[config.mk]
export PLATFORM = sky130hd
export DESIGN_NAME = multicycle_controller_flat
export DESIGN_NICKNAME = d
export VERILOG_FILES = /design/src/rtl/multicycle_controller_if.sv /design/src/rtl/multicycle_controller.sv /design/src/flat_wrapper.sv
export SDC_FILE = /design/constraint.sdc
export NUM_CORES = 1
export LEC_CHECK = 0
export CAP_MARGIN = 20
export CORE_ASPECT_RATIO = 1.1
export CORE_MARGIN = 2
export CORE_UTILIZATION = 42
export DETAILED_ROUTE_END_ITERATION = 8
export PLACE_DENSITY = 0.77
export SYNTH_ARGS = -nofsm -noshare
export SYNTH_HDL_FRONTEND = slang
export SYNTH_SLANG_ARGS = --single-unit
[constraint.sdc]
create_clock -name clk -period 1.8 [get_ports clk]
set_input_delay 0.36 -clock clk [delete_from_list [all_inputs] [get_ports clk]]
set_output_delay 0.36 -clock clk [all_outputs]
set_load 0.1 [all_outputs]
[src/rtl/multicycle_controller_if.sv]
// Control bundle between the multicycle controller and the RV32I datapath.
// The controller side is the master: it reads IR fields and handshakes and drives every enable.
interface multicycle_controller_if #(
  parameter int OP_WIDTH       = 7,
  parameter int FUNCT3_WIDTH   = 3,
  parameter int ALU_CTRL_WIDTH = 3,
  parameter int IMM_SRC_WIDTH  = 2,
  parameter int CNT_WIDTH      = 32
);
  logic [OP_WIDTH-1:0]       op;
  logic [FUNCT3_WIDTH-1:0]   funct3;
  logic                      funct7_5;
  logic                      Zero;
  logic                      mem_ready;
  logic                      PCWrite;
  logic                      AdrSrc;
  logic                      MemWrite;
  logic                      IRWrite;
  logic [1:0]                ResultSrc;
  logic [1:0]                ALUSrcA;
  logic [1:0]                ALUSrcB;
  logic [ALU_CTRL_WIDTH-1:0] ALUControl;
  logic [IMM_SRC_WIDTH-1:0]  ImmSrc;
  logic                      RegWrite;
  logic                      illegal_op;
  logic [CNT_WIDTH-1:0]      instret;

  modport master (
    input  op, funct3, funct7_5, Zero, mem_ready,
    output PCWrite, AdrSrc, MemWrite, IRWrite, ResultSrc, ALUSrcA, ALUSrcB,
           ALUControl, ImmSrc, RegWrite, illegal_op, instret
  );

  modport slave (
    output op, funct3, funct7_5, Zero, mem_ready,
    input  PCWrite, AdrSrc, MemWrite, IRWrite, ResultSrc, ALUSrcA, ALUSrcB,
           ALUControl, ImmSrc, RegWrite, illegal_op, instret
  );
endinterface

[src/rtl/multicycle_controller.sv]
// Sequencing FSM for the single-memory-port, single-ALU RV32I core.
// Only the state and the retired-instruction counter are registered; every control output is decoded combinationally.
module multicycle_controller #(
  parameter int OP_WIDTH       = 7,
  parameter int FUNCT3_WIDTH   = 3,
  parameter int ALU_CTRL_WIDTH = 3,
  parameter int IMM_SRC_WIDTH  = 2,
  parameter int CNT_WIDTH      = 32
) (
  input  logic                    clk,
  input  logic                    rst_n,
  multicycle_controller_if.master ctrl
);

  typedef enum logic [3:0] {
    FETCH, DECODE, MEMADR, MEMREAD, MEMWB, MEMWRITE,
    EXECUTER, EXECUTEI, ALUWB, BRANCH, JAL
  } state_e;

  localparam logic [OP_WIDTH-1:0] OP_LOAD   = 7'b0000011;
  localparam logic [OP_WIDTH-1:0] OP_STORE  = 7'b0100011;
  localparam logic [OP_WIDTH-1:0] OP_RTYPE  = 7'b0110011;
  localparam logic [OP_WIDTH-1:0] OP_ITYPE  = 7'b0010011;
  localparam logic [OP_WIDTH-1:0] OP_BRANCH = 7'b1100011;
  localparam logic [OP_WIDTH-1:0] OP_JAL    = 7'b1101111;

  state_e                    state_q, state_d;
  logic [CNT_WIDTH-1:0]      instret_q, instret_d;
  logic                      retire;
  logic                      pcWrite, irWrite, memWrite, regWrite, adrSrc, illegalOp;
  logic [1:0]                resultSrc, aluSrcA, aluSrcB;
  logic [ALU_CTRL_WIDTH-1:0] aluControl, aluFunc;
  logic [IMM_SRC_WIDTH-1:0]  immSrc;

  always_comb begin
    state_d = state_q;
    case (state_q)
      FETCH:    if (ctrl.mem_ready) state_d = DECODE;
      DECODE: begin
        case (ctrl.op)
          OP_LOAD, OP_STORE: state_d = MEMADR;
          OP_RTYPE:          state_d = EXECUTER;
          OP_ITYPE:          state_d = EXECUTEI;
          OP_BRANCH:         state_d = BRANCH;
          OP_JAL:            state_d = JAL;
          default:           state_d = FETCH;
        endcase
      end
      MEMADR:   state_d = ctrl.op[5] ? MEMWRITE : MEMREAD;
      MEMREAD:  if (ctrl.mem_ready) state_d = MEMWB;
      MEMWRITE: if (ctrl.mem_ready) state_d = FETCH;
      EXECUTER, EXECUTEI: state_d = ALUWB;
      JAL:      state_d = ALUWB;
      default:  state_d = FETCH;
    endcase
  end

  // A store retires only on the cycle its single write is accepted.
  assign retire = (state_q == MEMWB) || (state_q == ALUWB) || (state_q == BRANCH) ||
                  ((state_q == MEMWRITE) && ctrl.mem_ready);
  assign instret_d = retire ? instret_q + CNT_WIDTH'(1) : instret_q;

  always_ff @(posedge clk or negedge rst_n) begin
    if (!rst_n) begin
      state_q   <= FETCH;
      instret_q <= '0;
    end else begin
      state_q   <= state_d;
      instret_q <= instret_d;
    end
  end

  always_comb begin
    aluFunc = 3'b000;
    case (ctrl.funct3)
      3'b000:  aluFunc = (ctrl.funct7_5 && ctrl.op[5]) ? 3'b001 : 3'b000;
      3'b010:  aluFunc = 3'b101;
      3'b110:  aluFunc = 3'b011;
      3'b111:  aluFunc = 3'b010;
      default: aluFunc = 3'b000;
    endcase
  end

  always_comb begin
    immSrc = 2'b00;
    case (ctrl.op)
      OP_STORE:  immSrc = 2'b01;
      OP_BRANCH: immSrc = 2'b10;
      OP_JAL:    immSrc = 2'b11;
      default:   immSrc = 2'b00;
    endcase
  end

  always_comb begin
    pcWrite    = 1'b0;
    irWrite    = 1'b0;
    memWrite   = 1'b0;
    regWrite   = 1'b0;
    adrSrc     = 1'b0;
    illegalOp  = 1'b0;
    resultSrc  = 2'b00;
    aluSrcA    = 2'b00;
    aluSrcB    = 2'b00;
    aluControl = 3'b000;
    case (state_q)
      FETCH: begin
        aluSrcB   = 2'b10;
        resultSrc = 2'b10;
        pcWrite   = ctrl.mem_ready;
        irWrite   = ctrl.mem_ready;
      end
      DECODE: begin
        aluSrcA   = 2'b01;
        aluSrcB   = 2'b01;
        illegalOp = (state_d == FETCH);
      end
      MEMADR: begin
        aluSrcA = 2'b10;
        aluSrcB = 2'b01;
      end
      MEMREAD:  adrSrc = 1'b1;
      MEMWB: begin
        resultSrc = 2'b01;
        regWrite  = 1'b1;
      end
      MEMWRITE: begin
        adrSrc   = 1'b1;
        memWrite = 1'b1;
      end
      EXECUTER: begin
        aluSrcA    = 2'b10;
        aluControl = aluFunc;
      end
      EXECUTEI: begin
        aluSrcA    = 2'b10;
        aluSrcB    = 2'b01;
        aluControl = aluFunc;
      end
      ALUWB:    regWrite = 1'b1;
      BRANCH: begin
        aluSrcA    = 2'b10;
        aluControl = 3'b001;
        if (ctrl.funct3 == 3'b000)      pcWrite = ctrl.Zero;
        else if (ctrl.funct3 == 3'b001) pcWrite = !ctrl.Zero;
      end
      JAL: begin
        aluSrcA = 2'b01;
        aluSrcB = 2'b10;
        pcWrite = 1'b1;
      end
      default: ;
    endcase
  end

  // Write enables are gated by reset so an abandoned instruction can never commit.
  assign ctrl.PCWrite    = pcWrite & rst_n;
  assign ctrl.IRWrite    = irWrite & rst_n;
  assign ctrl.MemWrite   = memWrite & rst_n;
  assign ctrl.RegWrite   = regWrite & rst_n;
  assign ctrl.AdrSrc     = adrSrc;
  assign ctrl.ResultSrc  = resultSrc;
  assign ctrl.ALUSrcA    = aluSrcA;
  assign ctrl.ALUSrcB    = aluSrcB;
  assign ctrl.ALUControl = aluControl;
  assign ctrl.ImmSrc     = immSrc;
  assign ctrl.illegal_op = illegalOp;
  assign ctrl.instret    = instret_q;

endmodule
[src/flat_wrapper.sv]
// flat-port wrapper written by rule: the top's interface ports become plain ports
module multicycle_controller_flat 
#(
  parameter int OP_WIDTH       = 7,
  parameter int FUNCT3_WIDTH   = 3,
  parameter int ALU_CTRL_WIDTH = 3,
  parameter int IMM_SRC_WIDTH  = 2,
  parameter int CNT_WIDTH      = 32
)
  (clk, rst_n, ctrl_op, ctrl_funct3, ctrl_funct7_5, ctrl_Zero, ctrl_mem_ready, ctrl_PCWrite, ctrl_AdrSrc, ctrl_MemWrite, ctrl_IRWrite, ctrl_ResultSrc, ctrl_ALUSrcA, ctrl_ALUSrcB, ctrl_ALUControl, ctrl_ImmSrc, ctrl_RegWrite, ctrl_illegal_op, ctrl_instret);
  multicycle_controller_if #(.OP_WIDTH(OP_WIDTH), .FUNCT3_WIDTH(FUNCT3_WIDTH), .ALU_CTRL_WIDTH(ALU_CTRL_WIDTH), .IMM_SRC_WIDTH(IMM_SRC_WIDTH), .CNT_WIDTH(CNT_WIDTH)) ctrl_i ();
  input  logic clk;
  input  logic rst_n;
  input wire logic [$bits(ctrl_i.op)-1:0] ctrl_op;
  input wire logic [$bits(ctrl_i.funct3)-1:0] ctrl_funct3;
  input wire logic [$bits(ctrl_i.funct7_5)-1:0] ctrl_funct7_5;
  input wire logic [$bits(ctrl_i.Zero)-1:0] ctrl_Zero;
  input wire logic [$bits(ctrl_i.mem_ready)-1:0] ctrl_mem_ready;
  output wire logic [$bits(ctrl_i.PCWrite)-1:0] ctrl_PCWrite;
  output wire logic [$bits(ctrl_i.AdrSrc)-1:0] ctrl_AdrSrc;
  output wire logic [$bits(ctrl_i.MemWrite)-1:0] ctrl_MemWrite;
  output wire logic [$bits(ctrl_i.IRWrite)-1:0] ctrl_IRWrite;
  output wire logic [$bits(ctrl_i.ResultSrc)-1:0] ctrl_ResultSrc;
  output wire logic [$bits(ctrl_i.ALUSrcA)-1:0] ctrl_ALUSrcA;
  output wire logic [$bits(ctrl_i.ALUSrcB)-1:0] ctrl_ALUSrcB;
  output wire logic [$bits(ctrl_i.ALUControl)-1:0] ctrl_ALUControl;
  output wire logic [$bits(ctrl_i.ImmSrc)-1:0] ctrl_ImmSrc;
  output wire logic [$bits(ctrl_i.RegWrite)-1:0] ctrl_RegWrite;
  output wire logic [$bits(ctrl_i.illegal_op)-1:0] ctrl_illegal_op;
  output wire logic [$bits(ctrl_i.instret)-1:0] ctrl_instret;
  assign ctrl_i.op = ctrl_op;
  assign ctrl_i.funct3 = ctrl_funct3;
  assign ctrl_i.funct7_5 = ctrl_funct7_5;
  assign ctrl_i.Zero = ctrl_Zero;
  assign ctrl_i.mem_ready = ctrl_mem_ready;
  assign ctrl_PCWrite = ctrl_i.PCWrite;
  assign ctrl_AdrSrc = ctrl_i.AdrSrc;
  assign ctrl_MemWrite = ctrl_i.MemWrite;
  assign ctrl_IRWrite = ctrl_i.IRWrite;
  assign ctrl_ResultSrc = ctrl_i.ResultSrc;
  assign ctrl_ALUSrcA = ctrl_i.ALUSrcA;
  assign ctrl_ALUSrcB = ctrl_i.ALUSrcB;
  assign ctrl_ALUControl = ctrl_i.ALUControl;
  assign ctrl_ImmSrc = ctrl_i.ImmSrc;
  assign ctrl_RegWrite = ctrl_i.RegWrite;
  assign ctrl_illegal_op = ctrl_i.illegal_op;
  assign ctrl_instret = ctrl_i.instret;
  multicycle_controller #(.OP_WIDTH(OP_WIDTH), .FUNCT3_WIDTH(FUNCT3_WIDTH), .ALU_CTRL_WIDTH(ALU_CTRL_WIDTH), .IMM_SRC_WIDTH(IMM_SRC_WIDTH), .CNT_WIDTH(CNT_WIDTH)) u_core (.clk(clk), .rst_n(rst_n), .ctrl(ctrl_i));
endmodule
==> results.txt <==
- Result of the run: complete, but fails checks
* Violations in the final reports: setup timing
- No sink is reached through more buffers than the 2 on the longest clock path.
- The initial utilization of the core area, before any placement, comes to 43.07%.
- The clock arrives with 0.005509 ns of skew.
- Adder-cell area share of the yosys netlist: 0.6333%
- Routed via count: 2,504
- Counting stages on the worst path, the most repeated cell is sky130_fd_sc_hd__buf_12.
- Drt pass-1 iters: 4
- Syn Nets: 233
* Crit Path Category: flop to primary output
- Summed over all layers, the global routing overflow is 0.
- STA classifies the critical path endpoint as a primary output.
- GR Util met2: 60.58%
- Count of flip-flops with a built-in enable after synthesis: 0
- The floorplan has 26 rows.
* Synth cell types: 35
* Final weighted congestion in routability-driven placement: 0.8531
- Adding up every negative setup slack in the final design gives -3.530 ns.
- With fillers left out, the area of the finished cells amounts to 4363 um^2.
- FFs w/ async S/R, synth: 100.0%
- H-tree Lvls: 2
* Height of the die: 75.93 um
- Dividing total power by cell area gives a power density of 1428 nW/um^2.
- After detailed routing, the average wire length per cell comes to 24.99 um.
* Detailed placement HPWL: 4757 um
* Fillers: 110
- After synthesis, the largest family of logic cells by area is simple AND/OR/NAND/NOR gates.
* Maximum single-stage delay on the critical path: 0.46 ns
- Highest attainable clock frequency: 479.4 MHz
- The floorplan step defined a die boundary enclosing 5269 um^2.
* Overall routing resource usage: 31.97%
- First-pass GRT wire length: 12,980 um
- Setup repair after global routing could not meet its margin everywhere.
- The tree is rooted in a sky130_fd_sc_hd__clkbuf_8.
* Normalized max-slew margin: 67.91%
- From synthesis to final layout, the design area changed by 120.8%.
- Cell breakdown of the critical path: buf_12, buf_6, or3_4, a21oi_4, buf_12
* Total power after layout: 6.231 mW
- After clock tree synthesis, the clock-pin slew on the worst setup and hold paths is 0.08 ns.
- The count of buffers added on input and output ports is 63.
* Post-synthesis cell area: 1976 um^2
- Number of failing hold endpoints at the final stage: 0
* Initial DRC Count: 299
- End of the worst register-to-register path: u_core.ctrl.instret[5]$_DFFE_PN0P_
- Post-synthesis share of cell area spent on and, or, nand and nor gates: 28.88%
* Critical Path Slowest Stage Cell: sky130_fd_sc_hd__dfrtp_2
* Synthesized-area fraction occupied by ao, oa, aoi and oai cells: 7.030%
* Die Wd: 69.40 um
- CTS hold repair buffers: 0
* Leakage dissipation: 1.768 nW
- The worst register-to-register path begins at u_core.state_q[1]$_DFF_PN0_.
* Post-route antenna net violation count: 0
* Via count of the first global-routing pass: 2,360
* Flop and latch count out of synthesis: 36
* Total DRC errors in the routed layout: 0
* Syn avg cell area: 9.104 um^2
- Sequential elements use 45.60% of the synthesized area.
- Classification of the worst-slack hold path: input port to async pin
- Yosys warns: 0
* Mux share of post-synthesis cell area: 0.5700%
- Across the VDD grid, the largest voltage drop is 2.038 mV.
* Worst-Margin Slew: 0.4814 ns
- Std-Cell Core Area: 4587 um^2
- The number of cells on the worst reg-to-reg path is 7.
- CP delay by family, top: flip-flops
* Maximum number of pins on one net before global-route repair: 37
* Maximum Capacitance Violations: 0
* Number of ports placed on the die boundary: 64
- Setup violations remaining at the end of the flow were counted as 36.
* Post-route worst setup slack: -0.2860 ns
* Final Max Slew Viols: 0
* Routed vias/inst: 6.291
- The routed design could run at a clock period as short as 2.086 ns.
- Count of inserted antenna diode cells: 0
* Number of antenna violations at the first check in global routing: 0
- Dominant synthesized flop cell: sky130_fd_sc_hd__dfrtp_1
* Minimum setup slack among reg-to-reg paths: -0.17 ns
- The library cell used most frequently in the layout, excluding fill and tap cells, is sky130_fd_sc_hd__buf_12.
- TritonCTS built the clock tree.
- Count of nets after finishing: 357
- After detailed routing, the total wire length is 9946 um.
- The global routing stage identified its most utilized layer as met2.
* Worst EP arrival: 1.73 ns
- The clock reaches the later pin of the worst-skew pair after 0.30 ns.
- Area after DPL: 3779 um^2
- Synthesized netlist cell count: 217
- Buffering stage count on the worst path with inverters included: 3
- The tree built by TritonCTS fans out to 36 sinks.
* Fraction of final layout cells sized beyond drive strength 1: 65.50%
* Final clock period utilization by the worst path: 115.9%
- Xor and xnor fraction of the mapped netlist area: 14.63%
- Met3 track demand over resource: 3.989%
- Data required time of the worst path: 1.44 ns
- TritonCTS created 5 clock buffers.
- The worst setup path is launched from a flop.
- Of all nets on the critical path, the largest fanout is 6.
- At the end of the flow the core is filled with cells to 95.12%.
* Global-route track usage on met1: 36.20%
- Leading cell types in the layout, fill and taps excluded: sky130_fd_sc_hd__buf_12 (51), sky130_fd_sc_hd__buf_4 (47), sky130_fd_sc_hd__dfrtp_4 (19)
-- metrics by stage --
step / hold WS [ns] / instances / setup WS [ns]
finish: 0.1742 / 398 / -0.2860
global route: 0.2222 / 398 / -0.3238
CTS: 0.1705 / 391 / -0.2765
detailed placement: 0.4931 / 370 / -0.3269
global placement: 0.4836 / 370 / -0.2731
floorplan: 0.06441 / 217 / -0.8069
-- layout make-up --
cell class | count | area, um^2 | area share, %
inverters | 8 | 30.03 | 0.6883
repair buffers | 123 | 1644 | 37.68
well taps | 56 | 70.07 | 1.606
flip-flops and latches | 36 | 985.9 | 22.60
clock inverters | 3 | 18.77 | 0.4302
multi-input cells | 167 | 1545 | 35.42
clock buffers | 5 | 68.82 | 1.577
-- state kept, by name, indices dropped and copies added, names as in the netlist --
register	flops
u_core.state_q	4
u_core.ctrl.instret	32
-- report_power, final --
group          leakage, nW  total (mW)  switching (mW)  internal (mW)
Combinational         1.31        4.51            2.77           1.73
Clock               0.0479       0.589           0.319          0.270
Sequential           0.406        1.14           0.170          0.967
Total                 1.77        6.23            3.26           2.97
-- worst register-to-register path: stages, from the launching register on --
cell,delay (ns)
sky130_fd_sc_hd__dfrtp_2,0.46
sky130_fd_sc_hd__buf_4,0.20
sky130_fd_sc_hd__nor2b_4,0.18
sky130_fd_sc_hd__nand3_2,0.12
sky130_fd_sc_hd__buf_4,0.17
sky130_fd_sc_hd__or2_2,0.34
sky130_fd_sc_hd__nor2_2,0.13
sky130_fd_sc_hd__xor2_1,0.25
-- synth_stat cells (all sizes together) (2+ instances only) --
cell,count,area share [%]
nand2,23,4.4
nor3b,3,1.1
o22ai,3,0.95
xor2,13,5.8
a21oi,9,2.3
o21ai,4,1.0
dfrtp,36,46
and4,3,1.3
nor3,9,2.5
nand4,7,2.2
nor2,21,4.0
nor2b,5,1.6
nand2b,6,1.9
nor4,4,1.6
nand3,15,3.8
clkbuf,5,0.95
xnor2,20,8.9
or3,4,1.5
inv,8,1.5
a31oi,2,0.63
and3,6,1.9
-- how the worst max path moves through the flow --
stage,start,endpoint,cells past startpoint
6_report,u_core.state_q[1]$_DFF_PN0_,ctrl_RegWrite,5
5_1_grt,u_core.state_q[3]$_DFF_PN0_,ctrl_PCWrite,7
4_1_cts,u_core.state_q[1]$_DFF_PN0_,ctrl_RegWrite,5
3_5_place_dp,ctrl_op[2],ctrl_illegal_op,5
3_3_place_gp,ctrl_op[3],ctrl_illegal_op,7
2_1_floorplan,u_core.state_q[3]$_DFF_PN0_,ctrl_IRWrite,3
-- routing by layer --
metal | share of wire, % | vias up | wire length [um]
met5 | 0 | - | 0
met2 | 52 | 176 | 5162
met3 | 6.2 | 70 | 617
met4 | 8.0 | 0 | 793
met1 | 34 | 1258 | 3372
li1 | - | 1000 | -
-- logic make-up (layout without fill, tap and decap cells) --
kind of cell,Yosys count,in the layout
xor+xnor,33,33
mux,1,1
simple gates,109,109
fa+ha+maj,1,1
buf+inv,14,139
compound gates,23,23
flops,36,36
-- timing repair --
| action | in CTS | in global routing |
|---|---|---|
| endpoints found under the hold margin | 0 | 0 |
| gates resized for setup | 47 | 42 |
| pin swaps | 30 | 22 |
| buffers inserted | 12 | 7 |
| gates cloned | 1 | 0 |
| endpoints found under the setup margin | 29 | 43 |
(Power assumes the default switching activity.)
